`config.mk`:
```
export PLATFORM = sky130hd
export DESIGN_NAME = control_sequencer
export DESIGN_NICKNAME = d
export VERILOG_FILES = /design/src/rtl/control_sequencer_pkg.sv /design/src/rtl/control_sequencer_encoder.sv /design/src/rtl/control_sequencer.sv
export SDC_FILE = /design/constraint.sdc
export NUM_CORES = 1
export LEC_CHECK = 0
export BUFFER_PORTS_ARGS = -buffer_cell sky130_fd_sc_hd__buf_4
export CAP_MARGIN = 15
export CORE_ASPECT_RATIO = 1.75
export CORE_MARGIN = 4
export CORE_UTILIZATION = 45
export DETAILED_ROUTE_END_ITERATION = 6
export GPL_TIMING_DRIVEN = 0
export HOLD_SLACK_MARGIN = 0.12
export PLACE_DENSITY = 0.71
export SLEW_MARGIN = 20
export SYNTH_ARGS = -nofsm -noshare
export SYNTH_HDL_FRONTEND = slang
export SYNTH_SLANG_ARGS = --single-unit
```
`constraint.sdc`:
```
create_clock -name clock -period 1.8 [get_ports clock]
set_input_delay 0.09 -clock clock [delete_from_list [all_inputs] [get_ports clock]]
set_output_delay 0.09 -clock clock [all_outputs]
set_load 0.02 [all_outputs]
```
`src/rtl/control_sequencer_pkg.sv`:
```
// Shared opcodes, FS codes, control-word field positions, NOP word and
// sequencer state encoding for the control sequencer.
package control_sequencer_pkg;

  localparam logic [3:0] OP_NOP  = 4'd0;
  localparam logic [3:0] OP_MOVI = 4'd1;
  localparam logic [3:0] OP_ADD  = 4'd2;
  localparam logic [3:0] OP_ADDI = 4'd3;
  localparam logic [3:0] OP_XOR  = 4'd4;
  localparam logic [3:0] OP_LSLI = 4'd5;
  localparam logic [3:0] OP_STUR = 4'd6;
  localparam logic [3:0] OP_LDUR = 4'd7;

  localparam logic [4:0] FS_PASS = 5'b00100;
  localparam logic [4:0] FS_ADD  = 5'b01000;
  localparam logic [4:0] FS_XOR  = 5'b01100;
  localparam logic [4:0] FS_LSL  = 5'b10000;

  localparam logic [4:0] XZR = 5'd31;

  localparam int PS_LSB   = 29;
  localparam int DA_LSB   = 24;
  localparam int SA_LSB   = 19;
  localparam int SB_LSB   = 14;
  localparam int FS_LSB   = 9;
  localparam int REGW_B   = 8;
  localparam int RAMW_B   = 7;
  localparam int EN_MEM_B = 6;
  localparam int EN_ALU_B = 5;
  localparam int EN_B_B   = 4;
  localparam int EN_PC_B  = 3;
  localparam int SELB_B   = 2;
  localparam int PCSEL_B  = 1;
  localparam int SL_B     = 0;

  localparam logic [30:0] NOP_WORD = {2'b00, XZR, XZR, XZR, 5'b00000, 9'b00_0100_000};

  typedef enum logic [1:0] {ST_IDLE, ST_EXEC, ST_MEM_A, ST_MEM_B} state_t;

  function automatic logic op_legal(input logic [3:0] op);
    return !op[3];
  endfunction

  function automatic logic op_uses_imm(input logic [3:0] op);
    return (op == OP_MOVI) || (op == OP_ADDI) || (op == OP_LSLI) ||
           (op == OP_STUR) || (op == OP_LDUR);
  endfunction

endpackage

```
`src/rtl/control_sequencer_encoder.sv`:
```
// Maps (op, phase, rd, rn, rm) to the datapath control word; phase is the
// state the sequencer is entering. Also flags the last cycle of a legal op.
module control_word_encoder
  import control_sequencer_pkg::*;
#(
  parameter int CW_W = 31
) (
  input  logic [3:0]      op,
  input  state_t          phase,
  input  logic [4:0]      rd,
  input  logic [4:0]      rn,
  input  logic [4:0]      rm,
  output logic [CW_W-1:0] word,
  output logic            last
);

  logic [1:0] ps;
  logic [4:0] da, sa, sb, fs;
  logic       regw, ramw, en_mem, en_alu, en_b, selb;

  always_comb begin
    ps = 2'b00; da = XZR; sa = XZR; sb = XZR; fs = 5'b00000;
    regw = 1'b0; ramw = 1'b0; en_mem = 1'b0; en_alu = 1'b1; en_b = 1'b0; selb = 1'b0;
    last = 1'b0;
    // Idle and illegal opcodes fall through as the NOP word.
    if (phase != ST_IDLE && op_legal(op)) begin
      last = (phase != ST_MEM_A);
      case (op)
        OP_MOVI: begin da = rd; fs = FS_PASS; selb = 1'b1; regw = 1'b1; end
        OP_ADD:  begin da = rd; sa = rn; sb = rm; fs = FS_ADD; regw = 1'b1; end
        OP_XOR:  begin da = rd; sa = rn; sb = rm; fs = FS_XOR; regw = 1'b1; end
        OP_ADDI: begin da = rd; sa = rn; fs = FS_ADD; selb = 1'b1; regw = 1'b1; end
        OP_LSLI: begin da = rd; sa = rn; fs = FS_LSL; selb = 1'b1; regw = 1'b1; end
        OP_STUR: begin
          sa = rn; sb = rd; fs = FS_ADD; selb = 1'b1;
          ramw = 1'b1; en_b = 1'b1; en_alu = 1'b0;
        end
        OP_LDUR: begin
          sa = rn; fs = FS_ADD; selb = 1'b1; en_mem = 1'b1; en_alu = 1'b0;
          if (phase == ST_MEM_B) begin regw = 1'b1; da = rd; end
        end
        default: ;
      endcase
      if (last) ps = 2'b01;
    end

    word = '0;
    word[PS_LSB +: 2] = ps;
    word[DA_LSB +: 5] = da;
    word[SA_LSB +: 5] = sa;
    word[SB_LSB +: 5] = sb;
    word[FS_LSB +: 5] = fs;
    word[REGW_B]      = regw;
    word[RAMW_B]      = ramw;
    word[EN_MEM_B]    = en_mem;
    word[EN_ALU_B]    = en_alu;
    word[EN_B_B]      = en_b;
    word[SELB_B]      = selb;
  end

endmodule

```
`src/rtl/control_sequencer.sv`:
```
// Command sequencer: accepts one instruction per cycle (LDUR takes two) and
// emits a registered control word, constant, done pulse and retire count.
module control_sequencer
  import control_sequencer_pkg::*;
#(
  parameter int CW_W = 31
) (
  input  logic            clock,
  input  logic            reset,
  input  logic            cmd_valid,
  output logic            cmd_ready,
  input  logic [3:0]      cmd_op,
  input  logic [4:0]      cmd_rd,
  input  logic [4:0]      cmd_rn,
  input  logic [4:0]      cmd_rm,
  input  logic [63:0]     cmd_imm,
  output logic [CW_W-1:0] controlWord,
  output logic [63:0]     K,
  output logic            done,
  output logic [15:0]     retired,
  output logic            err
);

  state_t          state, state_nxt;
  logic            accept;
  logic [3:0]      lat_op, enc_op;
  logic [4:0]      lat_rd, lat_rn, lat_rm, enc_rd, enc_rn, enc_rm;
  logic [63:0]     lat_imm, enc_imm, k_nxt;
  logic [CW_W-1:0] word_nxt;
  logic            last_nxt;

  always_ff @(posedge clock) begin
    if (reset) state <= ST_IDLE;
    else       state <= state_nxt;
  end

  always_comb begin
    cmd_ready = !reset && (state != ST_MEM_A);
    accept    = cmd_valid && cmd_ready;
    state_nxt = ST_IDLE;
    case (state)
      ST_MEM_A: state_nxt = ST_MEM_B;
      default:  if (accept) state_nxt = (cmd_op == OP_LDUR) ? ST_MEM_A : ST_EXEC;
    endcase
    // A fresh command drives the encoder directly; MEM_B reuses the latched LDUR.
    enc_op = lat_op; enc_rd = lat_rd; enc_rn = lat_rn; enc_rm = lat_rm; enc_imm = lat_imm;
    if (accept) begin
      enc_op = cmd_op; enc_rd = cmd_rd; enc_rn = cmd_rn; enc_rm = cmd_rm; enc_imm = cmd_imm;
    end
    k_nxt = (state_nxt != ST_IDLE && op_uses_imm(enc_op)) ? enc_imm : 64'd0;
  end

  control_word_encoder #(.CW_W(CW_W)) u_enc (
    .op    (enc_op),
    .phase (state_nxt),
    .rd    (enc_rd),
    .rn    (enc_rn),
    .rm    (enc_rm),
    .word  (word_nxt),
    .last  (last_nxt)
  );

  always_ff @(posedge clock) begin
    if (reset) begin
      controlWord <= NOP_WORD;
      K           <= 64'd0;
      done        <= 1'b0;
      retired     <= 16'd0;
      err         <= 1'b0;
      lat_op      <= OP_NOP;
      lat_rd      <= 5'd0;
      lat_rn      <= 5'd0;
      lat_rm      <= 5'd0;
      lat_imm     <= 64'd0;
    end else begin
      controlWord <= word_nxt;
      K           <= k_nxt;
      done        <= last_nxt;
      if (last_nxt) retired <= retired + 16'd1;
      if (accept && !op_legal(cmd_op)) err <= 1'b1;
      if (accept) begin
        lat_op  <= cmd_op;
        lat_rd  <= cmd_rd;
        lat_rn  <= cmd_rn;
        lat_rm  <= cmd_rm;
        lat_imm <= cmd_imm;
      end
    end
  end

endmodule

```
Word-level counts from Yosys, hierarchy flattened
Cells that the tools add are included.
{ "word_totals": {"register_bits": 197, "latchBits": 0, "mem_bits_rw": 0, "rom_bits": 0, "in_bits": 86, "out_inout_bits": 114, "wordCells": 72, "mem_count": 0} }
{ "op_classes": {"addsub": 1, "n_mul": 0, "div": 0, "order_cmp": 0, "eq_ne": 12, "n_shift": 0, "muxes": 21, "bitwise": 3, "reduce_logical": 21} }
{ "op_table": {"columns": ["op", "n"], "rows": [
  ["two-way mux 64 bit", 1],
  ["equality test 4 x 3 -> 1 bit (second input constant)", 5],
  ["two-way mux 5 bit", 4],
  ["one-hot mux 5 bit (2 select lines)", 2],
  ["one-hot mux 5 bit (4 select lines)", 1],
  ["adder 16 x 1 -> 16 bit (second input constant)", 1],
  ["OR reduction 5 bit", 2],
  ["equality test 4 x 2 -> 1 bit (second input constant)", 2],
  ["two-way mux 1 bit", 8],
  ["OR reduction 2 bit", 4],
  ["two-way mux 2 bit", 3],
  ["OR reduction 6 bit", 1],
  ["logical AND 1 bit", 5],
  ["equality test 2 bit (second input constant)", 2],
  ["equality test 4 x 1 -> 1 bit (second input constant)", 1],
  ["logical OR 1 bit", 4],
  ["two-way mux 4 bit", 1],
  ["inequality test 2 bit (second input constant)", 2],
  ["OR reduction 4 bit", 1],
  ["inverter 1 bit", 3],
  ["OR reduction 3 bit", 1],
  ["logical NOT 1 bit", 2],
  ["one-hot mux 1 bit (2 select lines)", 1],
  ["nonzero test 2 bit", 1]
]} }

Longest topological paths before layout
Gate-level depths: netlist of the first run.
{ "depth": {"word_depth": 12, "depth_mapped": 8, "ltp_nobuf": 6} }

By module
A second synthesis of the first run with hierarchy kept.
{ "hier_totals": {"cells_unflattened": 633, "hier_area_um2": 6781.5} }
{ "by_module_without_submodules": {"columns": ["mod", "n_inst", "cells_each", "area_each_um2", "seq_area_each_um2"], "rows": [
  ["control_sequencer", 1, 571, 6322.3, 3963.8],
  ["control_word_encoder", 1, 62, 459.2, 0.0]
]} }

Worst setup path before layout of the first run
OpenSTA, ideal clock, no wires.
{ "synth_path": {"kind": "flip-flop to flip-flop", "startpoint": "register retired[0]", "endpoint": "register retired[6]", "setup_ns": 0.070, "t_arrival_ns": 1.578, "required_ns": 1.730, "slack_ns": 0.152, "stages_incl_launch_ff": 6, "path_buffers": 0, "synth_period_minus_slack_ns": 1.648, "cell_sequence": "dfxtp_1 > ha_1 > nor4bb_1 > a41oi_1 > or3_1 > a21oi_1"} }
{ "synth_between": {"elab_chain_cells": 1} }
{ "synth_lines": {"columns": ["element", "line_no", "text"], "rows": [
  ["start, declared", "control_sequencer.sv:20", "output logic [15:0] retired,"],
  ["start signal, assigned", "control_sequencer.sv:79", "if (last_nxt) retired <= retired + 16'd1;"],
  ["adder 16 x 1 -> 16 bit", "control_sequencer.sv:79", null]
]} }
Every way passes these cells.
A chain may end at the register's enable or synchronous reset.

Worst setup path after layout of the first run
{ "layout_path": {"startpoint": "register retired[1]", "endpoint": "register retired[4]"} }
Same word-level chain as after synthesis.

==> metrics.md, run 1 <==
| Metric | Value |
|---|---|
| Status | `finished, final reports clean` |
| Pre-CTS setup slack | `-0.176 ns` |
| Share of layout cells above drive strength 1 | `0.321` |
| Register area share after synthesis | `0.587` |
| Most frequent cells in the layout | `buf_4 (214), dfxtp_1 (187), nor2_1 (163), dlygate4sd3_1 (84), mux2i_1 (72)` |
| Drt drc | `0` |
| Core Area | `0.0143 mm²` |
| Max-slew headroom | `0.507` |
| Worst Path Required | `2.15 ns` |
| Slew Viols, Final | `0` |
| Fin worst setup slack | `0.00556 ns` |
| Final Cycle Share | `0.997` |
| Routed vias | `5564` |
| Reg2reg setup slack | `0.006 ns` |
| Initial Utilization | `0.456` |
| Most common cell after layout, fill and taps aside | `buf_4` |
| Largest stage delay, worst path | `0.41 ns` |
| H-Tree Depth | `4` |
| Final setup vio count | `0` |
| RR Startpoint | `retired[1]$_SDFFE_PP0P_` |
| Mapped Area | `0.00652 mm²` |
| Max IR drop VDD | `0.000561 V` |
| Detail Placement HPWL | `12500 µm` |
| Fmax | `557 MHz` |
| Setup Crit Path Kind | `flop to flop` |
| Yosys top cell area share | `0.587` |
| Period minus WS final | `1.79 ns` |
| Crit path launch type | `flop` |
| Root buffer cell | `clkbuf_16` |
| Worst Hold End | `controlWord[5]$_SDFF_PP1_` |
| Data arrival, critical path | `2.15 ns` |
| Ports | `200` |
| Ys Warns | `0` |
| Worst Path Buf+Inv | `0` |
| Clk sinks | `191` |
| Total CTS buffers | `17` |
| #FFs+latches synth | `191` |
| Die X | `99.0 µm` |
| Reg-to-reg endpoint | `retired[4]$_SDFFE_PP0P_` |
| PD cells | `915 mW/mm²` |
| RSZ-0062 raised after global routing | `yes` |
| Clock Latency Late Sink | `0.42 ns` |
| Avg Synthesized Cell Area | `10.4 µm²` |
| Die height | `167 µm` |
| Reg2Reg Depth | `5` |
| CTS Buffer Depth | `2` |
| Hold WC Path Type | `input pin to flop` |
| Crit Path Max Fanout | `6` |
| Number of global-route vias before repair | `5957` |
| Per-cell routed wire length | `16.3 µm` |
| Layout filler cell count | `1028` |
| Yosys top cell by area | `dfxtp_1` |
| ANT nets after route | `0` |
| Leakage Power | `0.00458 µW` |
| Slowest cell on the critical path | `dfxtp_1` |
| Synth Instances | `625` |
| Hold path depth | `5` |
| First-pass GRT wire length | `29200 µm` |
| Synth top area cells | `dfxtp_1 (59%), mux2i_1 (12%), nor2_1 (9.4%)` |
| MaxCap Viol Count | `0` |
| First-pass DRT Iterations | `4` |
| Final GP Congestion | `0.840` |
| Final hold viol count | `0` |
| Row Count | `58` |
| Initial antenna violation count | `1` |
| Starting DRT DRC Count | `196` |
| CP top delay family | `simple AND/OR/NAND/NOR gates` |
| Die Footprint | `0.0166 mm²` |
| PortBufs | `192` |
| Yosys cell types | `49` |
| Clock-pin slew of the registers on the worst-case setup and hold paths | `0.08 ns` |
| Clock Skew | `0.0114 ns` |
| Cell breakdown of the critical path | `ha_2 -> nor4bb_2 -> a41oi_2 -> or3_1 -> a21oi_1` |
| Fin cells | `1125` |
| Largest net degree at the start of global routing | `21` |
| Hold Crit Start | `cmd_op[1]` |
| Crit. End Element | `flop` |
| CTS tree | `built` |
| Nets@finish | `1017` |
| Vias per std cell | `4.95` |
| GRT Overall Usage | `0.220` |
| GRT overflow | `0` |
| Slew @ Worst Pin | `0.739 ns` |
| Area growth syn-to-layout | `51.6%` |
| Final WL | `18300 µm` |
| Dpl cells | `1002` |
[worst register-to-register path: cells and delay by family (launching register included)]
kind / cells / cell delay (ns)
compound gates: 2 / 0.28
fa+ha+maj: 1 / 0.27
flops: 1 / 0.41
simple gates: 2 / 0.78
[routing by layer]
layer | vias to the layer above | wire length (µm) | GRT usage
li1 | 2689 | - | -
met1 | 2613 | 6790 | 0.231
met2 | 208 | 9940 | 0.403
met3 | 54 | 973 | 0.0488
met4 | 0 | 638 | 0.111
met5 | - | 0 | 0
[synth_stat cells (all sizes together)]
library cell and instances:
buf 30, a21oi 11, a211oi 2, o221ai 1, a41oi 3, nor2 166
or2 1, mux2i 77, nor2b 6, mux2 11, nor3 5, xor2 13
and4 2, a22oi 1, or3 2, o211ai 7, inv 4, clkbuf 14
and3 4, a221oi 1, nand2 28, o22a 1, or4 1, nand2b 3
a22o 10, conb 1, o21ai 6, o31ai 1, and2 1, xnor2 3
o21a 3, a221o 5, nand3 1, o2111ai 3, nor4bb 1, nand4 3
ha 1, nor4 1, dfxtp 191
[sequential cells by signal, indices dropped and copies added, names as in the netlist]
signal and flops:
K 64, lat_imm 64, controlWord 24, retired 16, lat_rd 5, lat_rm 5
lat_rn 5, lat_op 4, state 2, done 1, err 1
[how the worst max path moves through the flow]
stage / startpoint / endpoint / cells after the start
floorplan: retired[0]$_SDFFE_PP0P_ / retired[6]$_SDFFE_PP0P_ / 5
global placement: state[1]$_SDFF_PP0_ / controlWord[26]$_SDFF_PP1_ / 6
detailed placement: state[1]$_SDFF_PP0_ / controlWord[27]$_SDFF_PP1_ / 6
CTS: state[0]$_SDFF_PP0_ / lat_imm[58]$_SDFF_PP0_ / 7
global route: retired[1]$_SDFFE_PP0P_ / retired[6]$_SDFFE_PP0P_ / 5
finish: retired[1]$_SDFFE_PP0P_ / retired[4]$_SDFFE_PP0P_ / 5
[kinds of logic after synthesis]
group	count (synthesis)	synth area share
buffers and inverters	48	0.0393
flip-flops	191	0.587
XOR/XNOR	16	0.0215
AO/OA/AOI/OAI	55	0.0651
adder cells (fa/ha/maj)	1	0.00192
multiplexers	88	0.138
other	1	0.000575
AND/OR/NAND/NOR	225	0.147
[final cells by class]
class	count	area [µm²]	area share
antenna	2	5.00	0.000506
buffer	42	307	0.0310
clock buffer	18	439	0.0444
clock inverter	14	160	0.0162
inverter	4	15.0	0.00152
multi-input combinational	391	2570	0.260
sequential	191	3830	0.387
tap	180	225	0.0228
timing repair buffer	283	2330	0.236
[stage by stage]
step           instance area, µm²  utilization  total power, µW  hold WS (ns)  TNS [ns]
3_5_place_dp                 8200        0.574             5220         0.330     -7.06
6_report                     9880        0.691             9040         0.252         0
4_1_cts                      9720        0.680             9070         0.173     -2.28
2_1_floorplan                6540            -             4910         0.226         0
5_1_grt                      9880        0.691             9390         0.293     -1.15
3_3_place_gp                 8200        0.574             5200         0.320     -5.50
[what timing repair did]
action                     4_1_cts  5_1_grt
buffers inserted                 4        3
hold endpoints to repair       164        0
setup endpoints to repair      139      160
resized for setup               12       42
pin swaps                        3        2
cloned                           0        0
hold buffers                    84        0
[power breakdown]
part           leakage, µW  switching (µW)  internal (µW)
sequential         0.00155            54.7           4350
clock             0.000294            1780           1920
combinational      0.00274             445            493
(Power assumes the default switching activity.)
==> run 2, diff against run 1 <==
--- a/config.mk
+++ b/config.mk
@@ -6,7 +6,7 @@
 export NUM_CORES = 1
 export LEC_CHECK = 0
 export BUFFER_PORTS_ARGS = -buffer_cell sky130_fd_sc_hd__buf_4
-export CAP_MARGIN = 15
+export CAP_MARGIN = 25
 export CORE_ASPECT_RATIO = 1.75
 export CORE_MARGIN = 4
 export CORE_UTILIZATION = 45
==> constraint.sdc (replaced) <==
create_clock -name clock -period 1.8 [get_ports clock]
set_input_delay 0.18 -clock clock [delete_from_list [all_inputs] [get_ports clock]]
set_output_delay 0.18 -clock clock [all_outputs]
set_load 0.02 [all_outputs]
==> run 2 against run 1 <==
Non-clock buffer count decreased by 1. Via count grew 0.25%. Sequential share of layout area about the same. Sequential power about the same. Clock power barely moved. Global-route usage about the same. Maximum frequency is essentially flat. Register-to-register slack about the same. Largest cell class unchanged.
==> metrics.md, run 2 (synthesis results as in run 1) <==
| Metric | Value |
|---|---|
| Status | `finished, final reports clean (unchanged)` |
| Routed vias | `5578 (was 5564)` |
| Multi-input logic area | `0.00258 mm² (was 0.00257 mm²)` |
| Clk sinks | `191 (unchanged)` |
| Crit Path Max Fanout | `8 (was 6)` |
| GRT Overall Usage | `0.220 (about the same)` |
| Vias per std cell | `4.96 (was 4.95)` |
| Reg2Reg Depth | `6 (was 5)` |
| H-Tree Depth | `4 (unchanged)` |
| Starting DRT DRC Count | `200 (was 196)` |
| Clock-pin slew of the registers on the worst-case setup and hold paths | `0.07 ns (was 0.08 ns)` |
| MaxCap Viol Count | `0 (unchanged)` |
| Share of layout cells above drive strength 1 | `0.325 (was 0.321)` |
| CTS Buffer Depth | `2 (unchanged)` |
| Regs by FF count | `K: 64 flops, lat_imm: 64 flops, controlWord: 24 flops (unchanged)` |
| Clock group share of total power | `0.410 (was 0.409)` |
| Die height | `167 µm (unchanged)` |
| RR Startpoint | `state[0]$_SDFF_PP0_ (was retired[1]$_SDFFE_PP0P_)` |
| ANT nets after route | `0 (unchanged)` |
| Setup Crit Path Kind | `flop to flop (unchanged)` |
| Period minus WS final | `1.80 ns (was 1.79 ns)` |
| Met2 Use GR | `0.401 (was 0.403)` |
| Row Count | `58 (unchanged)` |
| GRT met1 Usage | `0.232 (was 0.231)` |
| Most common cell after layout, fill and taps aside | `buf_4 (unchanged)` |
| Total CTS buffers | `17 (unchanged)` |
| GRT overflow | `0 (unchanged)` |
| Reg2reg setup slack | `0.004 ns (was 0.006 ns)` |
| Data arrival, critical path | `2.10 ns (was 2.15 ns)` |
| Worst Path Required | `2.10 ns (was 2.15 ns)` |
| Final Cycle Share | `0.998 (was 0.997)` |
| Crit path launch type | `flop (unchanged)` |
| Crit. Startpoint | `state[0]$_SDFF_PP0_ (was retired[1]$_SDFFE_PP0P_)` |
| Max-slew headroom | `0.554 (was 0.507)` |
| Fin cells | `1124 (was 1125)` |
| Clock Skew | `0.0122 ns (was 0.0114 ns)` |
| CTS tree | `built (unchanged)` |
| Fin worst setup slack | `0.00429 ns (was 0.00556 ns)` |
| Register Area | `0.00383 mm² (unchanged)` |
| Die X | `99.0 µm (unchanged)` |
| Number of global-route vias before repair | `5933 (was 5957)` |
| Switching pwr | `2300 µW (was 2280 µW)` |
| Initial Utilization | `0.456 (unchanged)` |
| Nets@finish | `1016 (was 1017)` |
| PnR Total Power | `9050 µW (was 9040 µW)` |
| Dpl cells | `1002 (unchanged)` |
| Slew Viols, Final | `0 (unchanged)` |
| Int Pwr | `6750 µW (about the same)` |
| Initial antenna violation count | `1 (unchanged)` |
| Root buffer cell | `clkbuf_16 (unchanged)` |
| Sw Share | `0.254 (was 0.253)` |
| Die Footprint | `0.0166 mm² (unchanged)` |
| Area growth syn-to-layout | `51.7% (was 51.6%)` |
| Grt peak-use layer | `met2 (unchanged)` |
| Final GP Congestion | `0.840 (unchanged)` |
| Combinational share of power | `0.103 (was 0.104)` |
| Max IR drop VDD | `0.000567 V (was 0.000561 V)` |
| Slew @ Worst Pin | `0.668 ns (was 0.739 ns)` |
| PD cells | `915 mW/mm² (about the same)` |
| Leakage Power | `0.00459 µW (was 0.00458 µW)` |
| First-pass DRT Iterations | `4 (unchanged)` |
| Largest net degree at the start of global routing | `21 (unchanged)` |
| Drt drc | `0 (unchanged)` |
| Reg-to-reg endpoint | `controlWord[17]$_SDFF_PP1_ (was retired[4]$_SDFFE_PP0P_)` |
| Seq pwr share | `0.486 (was 0.487)` |
| Clock Latency Late Sink | `0.43 ns (was 0.42 ns)` |
| Worst Setup EP | `controlWord[17]$_SDFF_PP1_ (was retired[4]$_SDFFE_PP0P_)` |
| RSZ-0062 raised after global routing | `yes (unchanged)` |
| Core Area | `0.0143 mm² (unchanged)` |
| Pre-CTS setup slack | `-0.176 ns (unchanged)` |
| Final WL | `18400 µm (was 18300 µm)` |
| Fmax | `557 MHz (about the same)` |
| Per-cell routed wire length | `16.3 µm (about the same)` |
| Ports | `200 (unchanged)` |
| Final setup vio count | `0 (unchanged)` |
| Final hold viol count | `0 (unchanged)` |
| Layout filler cell count | `1024 (was 1028)` |
| Hold WC Path Type | `input pin to flop (unchanged)` |
| Setup TNS | `0 ns (unchanged)` |
| GR met3 Demand/Resource | `0.0488 (unchanged)` |
| Final Core Density | `0.692 (was 0.691)` |
| First-pass GRT wire length | `29200 µm (about the same)` |
| Detail Placement HPWL | `12500 µm (unchanged)` |
| Crit. End Element | `flop (unchanged)` |
| PortBufs | `192 (unchanged)` |
| Most frequent cells in the layout | `buf_4 (211), dfxtp_1 (187), nor2_1 (163), dlygate4sd3_1 (81), mux2i_1 (73) (was buf_4 (214), dfxtp_1 (187), nor2_1 (163), dlygate4sd3_1 (84), mux2i_1 (72))` |
==> run 2: changes by cell type in the layout (fill, tap and decap cells not counted), moves of 2 or more <==
cell           previous run  this run
dlygate4sd3_1            84        81
clkbuf_4                  2         0
buf_6                     3        11
buf_8                     5         3
buf_4                   214       211
==> run 2: area by class of cell <==
cell class | instances | share of cell area
flip-flops and latches | 191 | 0.387
plain buffers | 42 | 0.0324
clock buffers | 18 | 0.0444
repair buffers | 282 | 0.235
diodes | 2 | 0.000506
well taps | 180 | 0.0228
clock inverters | 14 | 0.0162
inverters | 4 | 0.00152
multi-input cells | 391 | 0.261
==> run 2: how the worst min path moves through the flow <==
| stage | startpoint | end | slack [ns] | cells past startpoint |
|---|---|---|---|---|
| finish | cmd_op[0] | controlWord[4]$_SDFF_PP0_ | 0.17 | 3 |
| global route | cmd_op[0] | controlWord[4]$_SDFF_PP0_ | 0.16 | 3 |
| CTS | cmd_op[0] | controlWord[4]$_SDFF_PP0_ | 0.15 | 3 |
| detailed placement | cmd_rd[1] | controlWord[25]$_SDFF_PP1_ | 0.42 | 3 |
| global placement | cmd_rn[3] | controlWord[22]$_SDFF_PP1_ | 0.41 | 3 |
| floorplan | cmd_rm[0] | lat_rm[0]$_SDFF_PP0_ | 0.32 | 2 |
==> run 2: critical path, cell delays in order (launching register included) <==
cell	delay, ns
dfxtp_2	0.37
nand2b_1	0.14
buf_6	0.15
nand2_2	0.09
mux2_4	0.35
o22a_2	0.30
a221o_1	0.29
==> run 2: power groups by stage <==
stage / Combinational, µW / Clock (µW) / Sequential (µW)
global route: 1010 / 3960 / 4410
detailed placement: 734 / 0 / 4490
CTS: 896 / 3780 / 4400
floorplan: 400 / 0 / 4510
global placement: 718 / 0 / 4480
finish: 936 / 3710 / 4400
==> run 2: what timing repair did <==
action                     in CTS  in global routing
gates resized for setup        12                 49
hold endpoints to repair      155                  0
setup buffers                   4                  5
hold buffers                   81                  0
pin swaps                       3                  1
setup endpoints to repair     140                162
==> run 2: per-layer routing <==
layer / wire, µm / up-vias
met3: 1040 / 55
met5: 0 / -
met4: 712 / 0
met2: 9770 / 221
li1: - / 2686
met1: 6830 / 2616
==> run 2: per-stage QoR <==
stage               hold WS [ns]  area, µm²
CTS                        0.153       9690
finish                     0.173       9890
global placement           0.410       8200
detailed placement         0.420       8200
global route               0.163       9890
floorplan                  0.316       6540
==> run 3, diff against run 2 <==
--- a/config.mk
+++ b/config.mk
@@ -9,11 +9,10 @@
 export CAP_MARGIN = 25
 export CORE_ASPECT_RATIO = 1.75
 export CORE_MARGIN = 4
-export CORE_UTILIZATION = 45
+export CORE_UTILIZATION = 30
 export DETAILED_ROUTE_END_ITERATION = 6
 export GPL_TIMING_DRIVEN = 0
 export HOLD_SLACK_MARGIN = 0.12
-export PLACE_DENSITY = 0.71
 export SLEW_MARGIN = 20
 export SYNTH_ARGS = -nofsm -noshare
 export SYNTH_HDL_FRONTEND = slang
==> run 3 against run 2 <==
Worst hold slack better by 0.017 ns. Maximum frequency up 1.7%. Highest routed layer unchanged. Routed wire length up 1.6%. Global-route usage down 6.6 points. Sequential share of layout area down 0.56 points.
==> metrics.md, run 3 (synthesis results as in run 1) <==
| Metric | Value |
|---|---|
| Area growth syn-to-layout | `54.1% (was 51.7%)` |
| CTS Buffer Depth | `2 (unchanged)` |
| Number of global-route vias before repair | `5527 (was 5933)` |
| Clk sinks | `191 (unchanged)` |
| Setup Crit Path Kind | `flop to flop (unchanged)` |
| Fmax | `566 MHz (was 557 MHz)` |
| Int Pwr | `6970 µW (was 6750 µW)` |
| Regs by FF count | `K: 64 flops, lat_imm: 64 flops, controlWord: 24 flops (unchanged)` |
| Most frequent cells in the layout | `buf_4 (212), dfxtp_1 (186), nor2_1 (163), dlygate4sd3_1 (81), mux2i_1 (77) (was buf_4 (211), dfxtp_1 (187), nor2_1 (163), dlygate4sd3_1 (81), mux2i_1 (73))` |
| CTS tree | `built (unchanged)` |
| Clock-pin slew of the registers on the worst-case setup and hold paths | `0.07 ns (about the same)` |
| Initial antenna violation count | `0 (was 1)` |
| Crit path launch type | `flop (unchanged)` |
| Reg-to-reg endpoint | `controlWord[14]$_SDFF_PP1_ (was controlWord[17]$_SDFF_PP1_)` |
| Row Count | `71 (was 58)` |
| Final GP Congestion | `0.799 (was 0.840)` |
| Ports | `200 (unchanged)` |
| Worst Path Required | `2.11 ns (was 2.10 ns)` |
| Per-cell routed wire length | `15.1 µm (was 16.3 µm)` |
| Hold WC Path Type | `input pin to flop (unchanged)` |
| Die height | `203 µm (was 167 µm)` |
| Status | `finished, final reports clean (unchanged)` |
| Clock group share of total power | `0.415 (was 0.410)` |
| Largest stage delay, worst path | `0.36 ns (was 0.37 ns)` |
| Crit. End Element | `flop (unchanged)` |
| Share of layout cells above drive strength 1 | `0.323 (was 0.325)` |
| Core Area | `0.0214 mm² (was 0.0143 mm²)` |
| Die X | `119 µm (was 99.0 µm)` |
| Most common cell after layout, fill and taps aside | `buf_4 (unchanged)` |
| Die Footprint | `0.0242 mm² (was 0.0166 mm²)` |
| Final hold viol count | `0 (unchanged)` |
| Switching pwr | `2140 µW (was 2300 µW)` |
| Seq pwr share | `0.483 (was 0.486)` |
| PortBufs | `192 (unchanged)` |
| Total CTS buffers | `17 (unchanged)` |
| RR Startpoint | `state[0]$_SDFF_PP0_ (unchanged)` |
| Final WL | `18600 µm (was 18400 µm)` |
| Clock Skew | `0.0111 ns (was 0.0122 ns)` |
| Routed vias | `5380 (was 5578)` |
| Drt drc | `0 (unchanged)` |
| Ant. Diodes | `0 (was 2)` |
| Worst Path Buf+Inv | `1 (unchanged)` |
| Cell breakdown of the critical path | `nand2b_4 -> buf_2 -> a211oi_4 -> a22oi_2 -> o22a_4 -> a221o_1 (was nand2b_1 -> buf_6 -> nand2_2 -> mux2_4 -> o22a_2 -> a221o_1)` |
| Reg2reg setup slack | `0.03 ns (was 0.004 ns)` |
| Final Cycle Share | `0.981 (was 0.998)` |
| First-pass GRT wire length | `29100 µm (was 29200 µm)` |
| Nets@finish | `1017 (was 1016)` |
| MaxCap Viol Count | `0 (unchanged)` |
| Sw Share | `0.235 (was 0.254)` |
| Leakage Power | `0.00462 µW (was 0.00459 µW)` |
| Reg2Reg Depth | `6 (unchanged)` |
| Period minus WS final | `1.77 ns (was 1.80 ns)` |
| ANT nets after route | `0 (unchanged)` |
| RSZ-0062 raised after global routing | `yes (unchanged)` |
| GRT Overall Usage | `0.153 (was 0.220)` |
| Setup TNS | `0 ns (unchanged)` |
| Data arrival, critical path | `2.07 ns (was 2.10 ns)` |
| Clock Latency Late Sink | `0.42 ns (was 0.43 ns)` |
| Worst Hold End | `controlWord[4]$_SDFF_PP0_ (unchanged)` |
| Max IR drop VDD | `0.000561 V (was 0.000567 V)` |
| Hold path depth | `3 (unchanged)` |
| Max-slew headroom | `0.485 (was 0.554)` |
| CP top delay family | `compound AO/OA/AOI/OAI gates (unchanged)` |
| Pre-CTS setup slack | `-0.265 ns (was -0.176 ns)` |
| Slew Viols, Final | `0 (unchanged)` |
| H-Tree Depth | `4 (unchanged)` |
| Final setup vio count | `0 (unchanged)` |
| Hold Crit Start | `cmd_op[0] (unchanged)` |
| First-pass DRT Iterations | `4 (unchanged)` |
| GRT overflow | `0 (unchanged)` |
| Detail Placement HPWL | `13500 µm (was 12500 µm)` |
| Initial Utilization | `0.304 (was 0.456)` |
| Fin worst setup slack | `0.0336 ns (was 0.00429 ns)` |
| Slowest cell on the critical path | `dfxtp_4 (was dfxtp_2)` |
| Combinational share of power | `0.102 (was 0.103)` |
| Vias per std cell | `4.36 (was 4.96)` |
| Slew @ Worst Pin | `0.772 ns (was 0.668 ns)` |
| Largest net degree at the start of global routing | `17 (was 21)` |
| Root buffer cell | `clkbuf_16 (unchanged)` |
| PnR Total Power | `9100 µW (was 9050 µW)` |
| Starting DRT DRC Count | `203 (was 200)` |
| Crit Path Max Fanout | `5 (was 8)` |
| PD cells | `906 mW/mm² (was 915 mW/mm²)` |
-- run 3: cell count changes in the layout (fill, tap and decap cells not counted), moves of 2 or more --
cell / change
buf_6: -4
bufinv_16: +2
clkbuf_4: +2
clkinv_2: +3
clkinv_8: -3
clkinvlp_4: +3
diode_2: -2
inv_6: -3
inv_8: -2
mux2i_1: +4
mux2i_2: -4
-- run 3: metrics by stage --
stage | utilization | hold slack [ns] | std cells | area [µm²]
after floorplan | - | 0.316 | 630 | 6540
after global placement | 0.390 | 0.409 | 1114 | 8340
after detailed placement | 0.390 | 0.414 | 1114 | 8340
after CTS | 0.461 | 0.162 | 1229 | 9870
after global routing | 0.469 | 0.181 | 1234 | 10000
final | 0.469 | 0.191 | 1234 | 10000
-- run 3: routing by layer --
metal  vias up  track usage  routed length, µm
met5         -            0                  0
met4         0       0.0504                413
met3        27       0.0337                681
met2       129        0.301              10700
met1      2540        0.158               6830
li1       2684            -                  -
-- run 3: what timing repair did --
| action | in CTS | in global routing |
|---|---|---|
| hold endpoints to repair | 156 | 0 |
| buffers inserted | 5 | 3 |
| pin swaps | 3 | 2 |
| setup endpoints to repair | 161 | 132 |
| hold buffers | 81 | 0 |
| gates resized for setup | 26 | 33 |
| gates cloned | 0 | 2 |
-- run 3: layout make-up --
class / instances / area [µm²]
fill: 2018 / 11400
sequential: 191 / 3830
multi-input combinational: 391 / 2580
timing repair buffer: 283 / 2340
clock buffer: 19 / 453
tap: 292 / 365
buffer: 42 / 320
clock inverter: 12 / 135
inverter: 4 / 15.0
-- run 3: how the worst max path moves through the flow --
stage,cells past startpoint,end,slack (ns),start
after floorplan,5,retired[6]$_SDFFE_PP0P_,0.15,retired[0]$_SDFFE_PP0P_
final,6,controlWord[14]$_SDFF_PP1_,0.03,state[0]$_SDFF_PP0_
after CTS,8,K[3]$_SDFF_PP0_,-0.0001,state[0]$_SDFF_PP0_
after detailed placement,6,controlWord[25]$_SDFF_PP1_,-0.26,state[1]$_SDFF_PP0_
after global placement,6,controlWord[25]$_SDFF_PP1_,-0.23,state[1]$_SDFF_PP0_
after global routing,6,controlWord[14]$_SDFF_PP1_,-0.02,state[0]$_SDFF_PP0_
-- run 3: power by group through the flow --
| stage | sequential [µW] | combinational [µW] | clock, µW |
|---|---|---|---|
| after floorplan | 4510 | 400 | 0 |
| after global placement | 4480 | 734 | 0 |
| after detailed placement | 4490 | 743 | 0 |
| after CTS | 4400 | 914 | 3890 |
| after global routing | 4410 | 1020 | 4050 |
| final | 4400 | 930 | 3770 |
-- run 3: worst reg2reg max path: stages (launching register included) --
cell and delay, ns:
dfxtp_4 0.36, nand2b_4 0.15, buf_2 0.16, a211oi_4 0.31
a22oi_2 0.13, o22a_4 0.26, a221o_1 0.28
